**config.mk**
```make
export PLATFORM = sky130hd
export DESIGN_NAME = jtframe_mcu_mailbox
export DESIGN_NICKNAME = d
export VERILOG_FILES = /design/src/rtl/jtframe_mcu_mailbox.sv
export SDC_FILE = /design/constraint.sdc
export NUM_CORES = 1
export LEC_CHECK = 0
export ABC_CLOCK_PERIOD_IN_PS = 2500
export BUFFER_PORTS_ARGS = -buffer_cell sky130_fd_sc_hd__buf_4
export CORE_MARGIN = 10
export CORE_UTILIZATION = 40
export CTS_CLUSTER_SIZE = 20
export DETAILED_ROUTE_END_ITERATION = 10
export HOLD_SLACK_MARGIN = 0.03
export PLACE_DENSITY = 0.65
export SKIP_LAST_GASP = 1
export SLEW_MARGIN = 15
export SYNTH_ARGS = -nofsm -noshare
export SYNTH_HDL_FRONTEND = slang
export SYNTH_SLANG_ARGS = --single-unit
```
**constraint.sdc**
```tcl
create_clock -name clk -period 2.5 [get_ports clk]
set_input_delay 0.125 -clock clk [delete_from_list [all_inputs] [get_ports clk]]
set_output_delay 0.125 -clock clk [all_outputs]
set_load 0.005 [all_outputs]
```
**src/rtl/jtframe_mcu_mailbox.sv**
```systemverilog
// jtframe_mcu_mailbox: CH-channel bidirectional latch mailbox between an 8051 xdata bus
// and the main CPU. It provides full flags, a shared status word, interrupts toward both
// sides and an optional cen-synchronised pass-through for xdata outside the window.
module jtframe_mcu_mailbox #(
   parameter int          DW       = 8,
   parameter int          CH       = 2,
   parameter int          AW       = 16,
   parameter int unsigned BASE     = 0,
   parameter int          SYNC_X   = 0,
   parameter int          INT_MODE = 0,
   parameter int          PULSE    = 4,
   localparam int         MW       = $clog2(CH+1)
) (
   input  logic          clk,
   input  logic          rstn,
   input  logic          cen,
   input  logic [AW-1:0] mcu_addr,
   input  logic [DW-1:0] mcu_dout,
   input  logic          mcu_wr,
   input  logic          mcu_rd,
   input  logic [DW-1:0] mcu_xin,
   output logic [DW-1:0] mcu_din,
   output logic          mcu_intn,
   input  logic [MW-1:0] main_addr,
   input  logic [DW-1:0] main_dout,
   input  logic          main_we,
   input  logic          main_rd,
   output logic [DW-1:0] main_din,
   output logic          main_intn,
   output logic [CH-1:0] m2s_full,
   output logic [CH-1:0] s2m_full
);

   localparam logic [AW-1:0] BASE_A   = AW'(BASE);
   localparam logic [AW-1:0] STAT_OFF = AW'(CH);
   localparam logic [MW-1:0] STAT_M   = MW'(CH);

   logic [DW-1:0] m2s [CH];
   logic [DW-1:0] s2m [CH];
   logic [CH-1:0] m2s_full_d, s2m_full_d;
   logic          mcu_rd_l, main_rd_l;
   logic [DW-1:0] xin_q;
   logic [7:0]    pcnt, pcnt_d;
   logic [DW-1:0] status, main_din_d;
   logic [AW:0]   mcu_diff;
   logic [AW-1:0] mcu_off;
   logic          mcu_win, mcu_rd_edge, mcu_wr_cyc, main_rd_edge, main_wr_ch;

   // Borrow bit of the subtraction tells addresses below BASE apart
   assign mcu_diff     = {1'b0, mcu_addr} - {1'b0, BASE_A};
   assign mcu_off      = mcu_diff[AW-1:0];
   assign mcu_win      = !mcu_diff[AW] && (mcu_off <= STAT_OFF);
   assign mcu_rd_edge  = cen & mcu_rd & ~mcu_rd_l & mcu_win;
   assign mcu_wr_cyc   = cen & mcu_wr & mcu_win;
   assign main_rd_edge = main_rd & ~main_rd_l;
   assign main_wr_ch   = main_we && (main_addr < STAT_M);
   assign status       = DW'({s2m_full, m2s_full});

   // Flag next state: clears are applied first so that a same-cycle set wins
   always_comb begin
      m2s_full_d = m2s_full;
      s2m_full_d = s2m_full;
      for (int c = 0; c < CH; c++) begin
         if (mcu_rd_edge && mcu_off == AW'(c))    m2s_full_d[c] = 1'b0;
         if (main_rd_edge && main_addr == MW'(c)) s2m_full_d[c] = 1'b0;
         if (main_we && main_addr == MW'(c))      m2s_full_d[c] = 1'b1;
         if (mcu_wr_cyc && mcu_off == AW'(c))     s2m_full_d[c] = 1'b1;
      end
   end

   // Interrupt pulse counter: reload on each main write, count down on cen
   always_comb begin
      pcnt_d = pcnt;
      if (main_wr_ch)              pcnt_d = 8'(PULSE);
      else if (cen && pcnt != '0) pcnt_d = pcnt - 8'd1;
   end

   // Read muxes: main side is registered below, MCU side is combinational
   always_comb begin
      main_din_d = '0;
      if (main_addr == STAT_M) main_din_d = status;
      mcu_din = (SYNC_X != 0) ? xin_q : mcu_xin;
      if (mcu_win) mcu_din = status;
      for (int c = 0; c < CH; c++) begin
         if (main_addr == MW'(c))          main_din_d = s2m[c];
         if (mcu_win && mcu_off == AW'(c)) mcu_din    = m2s[c];
      end
   end

   // All mailbox state, edge trackers and registered outputs
   always_ff @(posedge clk or negedge rstn) begin
      if (!rstn) begin
         for (int c = 0; c < CH; c++) begin
            m2s[c] <= '0;
            s2m[c] <= '0;
         end
         m2s_full  <= '0;
         s2m_full  <= '0;
         mcu_rd_l  <= 1'b0;
         main_rd_l <= 1'b0;
         xin_q     <= '0;
         pcnt      <= '0;
         main_din  <= '0;
         mcu_intn  <= 1'b1;
         main_intn <= 1'b1;
      end else begin
         for (int c = 0; c < CH; c++) begin
            if (main_we && main_addr == MW'(c))   m2s[c] <= main_dout;
            if (mcu_wr_cyc && mcu_off == AW'(c)) s2m[c] <= mcu_dout;
         end
         m2s_full  <= m2s_full_d;
         s2m_full  <= s2m_full_d;
         main_rd_l <= main_rd;
         if (cen) begin
            mcu_rd_l <= mcu_rd;
            xin_q    <= mcu_xin;
         end
         pcnt      <= pcnt_d;
         main_din  <= main_din_d;
         mcu_intn  <= (INT_MODE != 0) ? (pcnt_d == 8'd0) : ~|m2s_full_d;
         main_intn <= ~|s2m_full_d;
      end
   end

endmodule

```
==> summary.md <==
| Metric | Value |
|---|---|
| Run status | completed |
| Vias per cell | 5.02 |
| Total of fill cells in the finished design | between 400 and 500 |
| Required time at the worst-slack endpoint | roughly 2.4 ns |
| Initial antenna violation count | 0 |
| Pin count of the biggest net entering global routing | 49 |
| Antenna viol nets, final | 0 |
| Unrepaired setup endpoints after global routing | no |
| Clock Latency Late Sink | approximately 0.3 ns |
| Reg-to-reg critical path startpoint | mcu_rd_l |
| Hold buffer count at cts | 2 |
| Net Count, Synth | 219 |
| GRT Overall Usage | roughly 12% |
| Count of different cell masters after synthesis | 31 |
| Antenna diodes | 0 |
| Sequential-to-total area share from yosys stat | between 50% and 60% |
| Cell count after synthesis | between 150 and 200 |
| Commonest non-fill, non-tap cells in the layout | 73 x buf_4, 46 x dfrtp_1, 16 x mux2i_1, 16 x mux2_2, 11 x o21ai_0 |
| Flops & latches, synth | 48 |
| Via count | 1586 |
| Crit share post-route | approximately 65% |
| Most frequent standard cell in the layout excluding fill and tap cells | buf_4 |
| Wire length after detailed routing | about 5300 um |
| Quantity of I/O buffers inserted on ports | 70 |
| Placer Congestion | approximately 0.76 |
| Worst R2R Path Depth | 2 |
| Die Area | 8860 sq um |
| Drt drc | 0 |
| Max IR drop VDD | about 0.34 mV |
| Share of layout cells above drive strength 1 | 45.5% |
| Crit path time final | about 1.6 ns |
| Detailed placement HPWL | approximately 4000 um |
| End point of the critical path | mcu_din[0] |
| Clock sinks | 48 |
| Worst setup path startpoint | mcu_addr[7] |
| CTS tree | yes |
| Final-layout setup total negative slack | 0 ns |
| Arrival time worst endpoint | ~1.5 ns |
| Total iterations of the first detailed-routing run | 4 |
| Hold Violations, Final | 0 |
| Capturing element type of the critical path | primary output |
| Capturing point of the worst reg2reg path | m2s_full[0] |
| CTS clk-pin slew, worst paths | about 0.080 ns |
| Placement row count | 26 |
| Area grow syn2layout | 33.0% |
| Overflow left after global routing | 0 |
| Total of endpoints with negative setup slack in the final report | 0 |
| Total core area | around 5200 sq um |
| Initial standard-cell utilization of the core | ~42% |
| Number of buffers on the longest clock path | 2 |
| Slack of the worst reg-to-reg path | roughly 1.4 ns |
| Max-capacitance violation count | 0 |
| Boundary pin count | just over 70 |
| Max Transition Viols Final | 0 |
| Static leakage | 1.46 nW |
| WS Path Type | input port to primary output |
| Worst Path Max Fanout | 14 |
| Buffer type at the clock tree root | clkbuf_8 |
| Die span in x | about 94 um |
| Global-route wire length before repair | ~8600 um |
| Headroom to the max-slew limit | between 60 and 70% |
| Number of buffers inserted during clock tree synthesis | 5 |
| Class of the tightest hold or removal check | input port to flop |
| Worst hold path cell count | 2 |
| Post_cts resized | 0 |
| Routed length per instance | ~17 um |
| Setup fix buffers added after clock tree synthesis | 0 |
| Startpoint Class | input port |
| Yosys warnings | 0 |
| CTS H-tree lvls | 2 |
| Fin Hold WS | roughly 0.051 ns |
| F_max | 619 MHz |
| Net total in the final layout | 295 |
| Final Util | a little under three fifths |
| Number of global-route vias before repair | around 1700 |
| Slew of the pin with the lowest slew margin | roughly 0.6 ns |
| Post-Synthesis Mean Instance Area | about 13 sq um |
| Number of design-rule violations left by the first detailed-router iteration | 69 |
| Post-synth design cell area | 2200 sq um |
| Vert. Die Dim | roughly 94 um |
| Worst Skew | between 0.006 and 0.007 ns |
| Power density relative to cell area | ~530 nW/um^2 |
==> logic make-up after synthesis <==
logic type / after synthesis / synth area share (%)
multiplexers: 48 / 25.1
flip-flops: 48 / 54.8
AND/OR/NAND/NOR: 40 / 11.0
AO/OA/AOI/OAI: 26 / 7.57
buffers and inverters: 8 / 1.54
==> power by group <==
part           switching (mW)  internal [mW]  leakage, nW
Combinational          0.0811          0.122        0.793
Sequential             0.0246          0.829        0.613
Clock                   0.239          0.246       0.0503
Total                   0.345           1.20         1.46
==> worst max-delay path, cell delays in order <==
cell,delay (ns)
buf_4,0.11
nor4_2,0.37
nand4_2,0.20
buf_4,0.24
a211oi_1,0.22
a21oi_1,0.07
buf_4,0.14
==> synthesized netlist by cell type <==
library cell	number	area share [%]
nor4_2	3	1.7
nand4_1	1	0.28
nor3_1	1	0.23
nand2_1	10	1.7
inv_1	2	0.34
a21oi_1	5	1.1
nor2b_1	6	1.7
nor4b_1	2	0.80
and4b_1	1	0.46
dfrtp_1	46	52
nand3_1	3	0.68
nor2_1	8	1.4
buf_4	1	0.34
a211oi_1	5	1.7
nand4_2	1	0.57
mux2_4	8	5.5
dfstp_2	2	2.4
o41ai_2	1	0.74
nand3b_1	1	0.34
mux2i_1	16	7.3
a21o_1	2	0.68
mux2_1	8	4.1
a32o_1	1	0.46
nor2_4	1	0.51
buf_1	2	0.34
mux2_2	16	8.2
o21ai_0	11	2.5
and4_1	1	0.40
o21a_1	1	0.34
nand2b_1	1	0.28
clkbuf_1	3	0.51
==> per-stage QoR <==
step / instance area, sq um / std cells / worst slack [ns] / total power, mW
3_5_place_dp: 2810 / 307 / 0.576 / 1.07
4_1_cts: 2920 / 316 / 0.856 / 1.56
6_report: 2920 / 316 / 0.884 / 1.54
5_1_grt: 2920 / 316 / 0.693 / 1.62
2_1_floorplan: 2200 / 170 / 0.993 / 0.957
3_3_place_gp: 2810 / 307 / 0.601 / 1.07
==> flip-flops by register name (all words and copies together), names as in the netlist <==
name / count
m2s: 16
s2m: 16
main_din: 8
m2s_full: 2
s2m_full: 2
main_intn: 1
main_rd_l: 1
mcu_intn: 1
mcu_rd_l: 1
==> final cells by class <==
cell class / instances / area [sq um] / share of cell area [%]
flip-flops and latches: 48 / 1200 / 41.2
inverters: 2 / 7.51 / 0.257
multi-input cells: 114 / 960 / 32.8
clock buffers: 7 / 96.3 / 3.30
repair buffers: 75 / 568 / 19.4
well taps: 70 / 87.6 / 3.00
==> how the worst min path moves through the flow <==
stage,startpoint,endpoint,slack [ns]
final,mcu_dout[0],s2m[8],0.05
after global routing,mcu_dout[0],s2m[8],0.04
after CTS,mcu_dout[3],s2m[11],0.04
after detailed placement,rstn,s2m[7],0.18
after global placement,rstn,s2m[7],0.18
after floorplan,rstn,m2s[0],-0.17
==> routing by layer <==
metal  global-route usage [%]  vias to the layer above  part of all wire, %
met2                     20.4                       49                   49
met5                        0                        -                    0
met3                     4.16                        7                  6.7
li1                         -                      768                    -
met1                     14.5                      762                   44
met4                     4.18                        0                  1.1
Note: power is estimated with default switching activity, not from simulation.
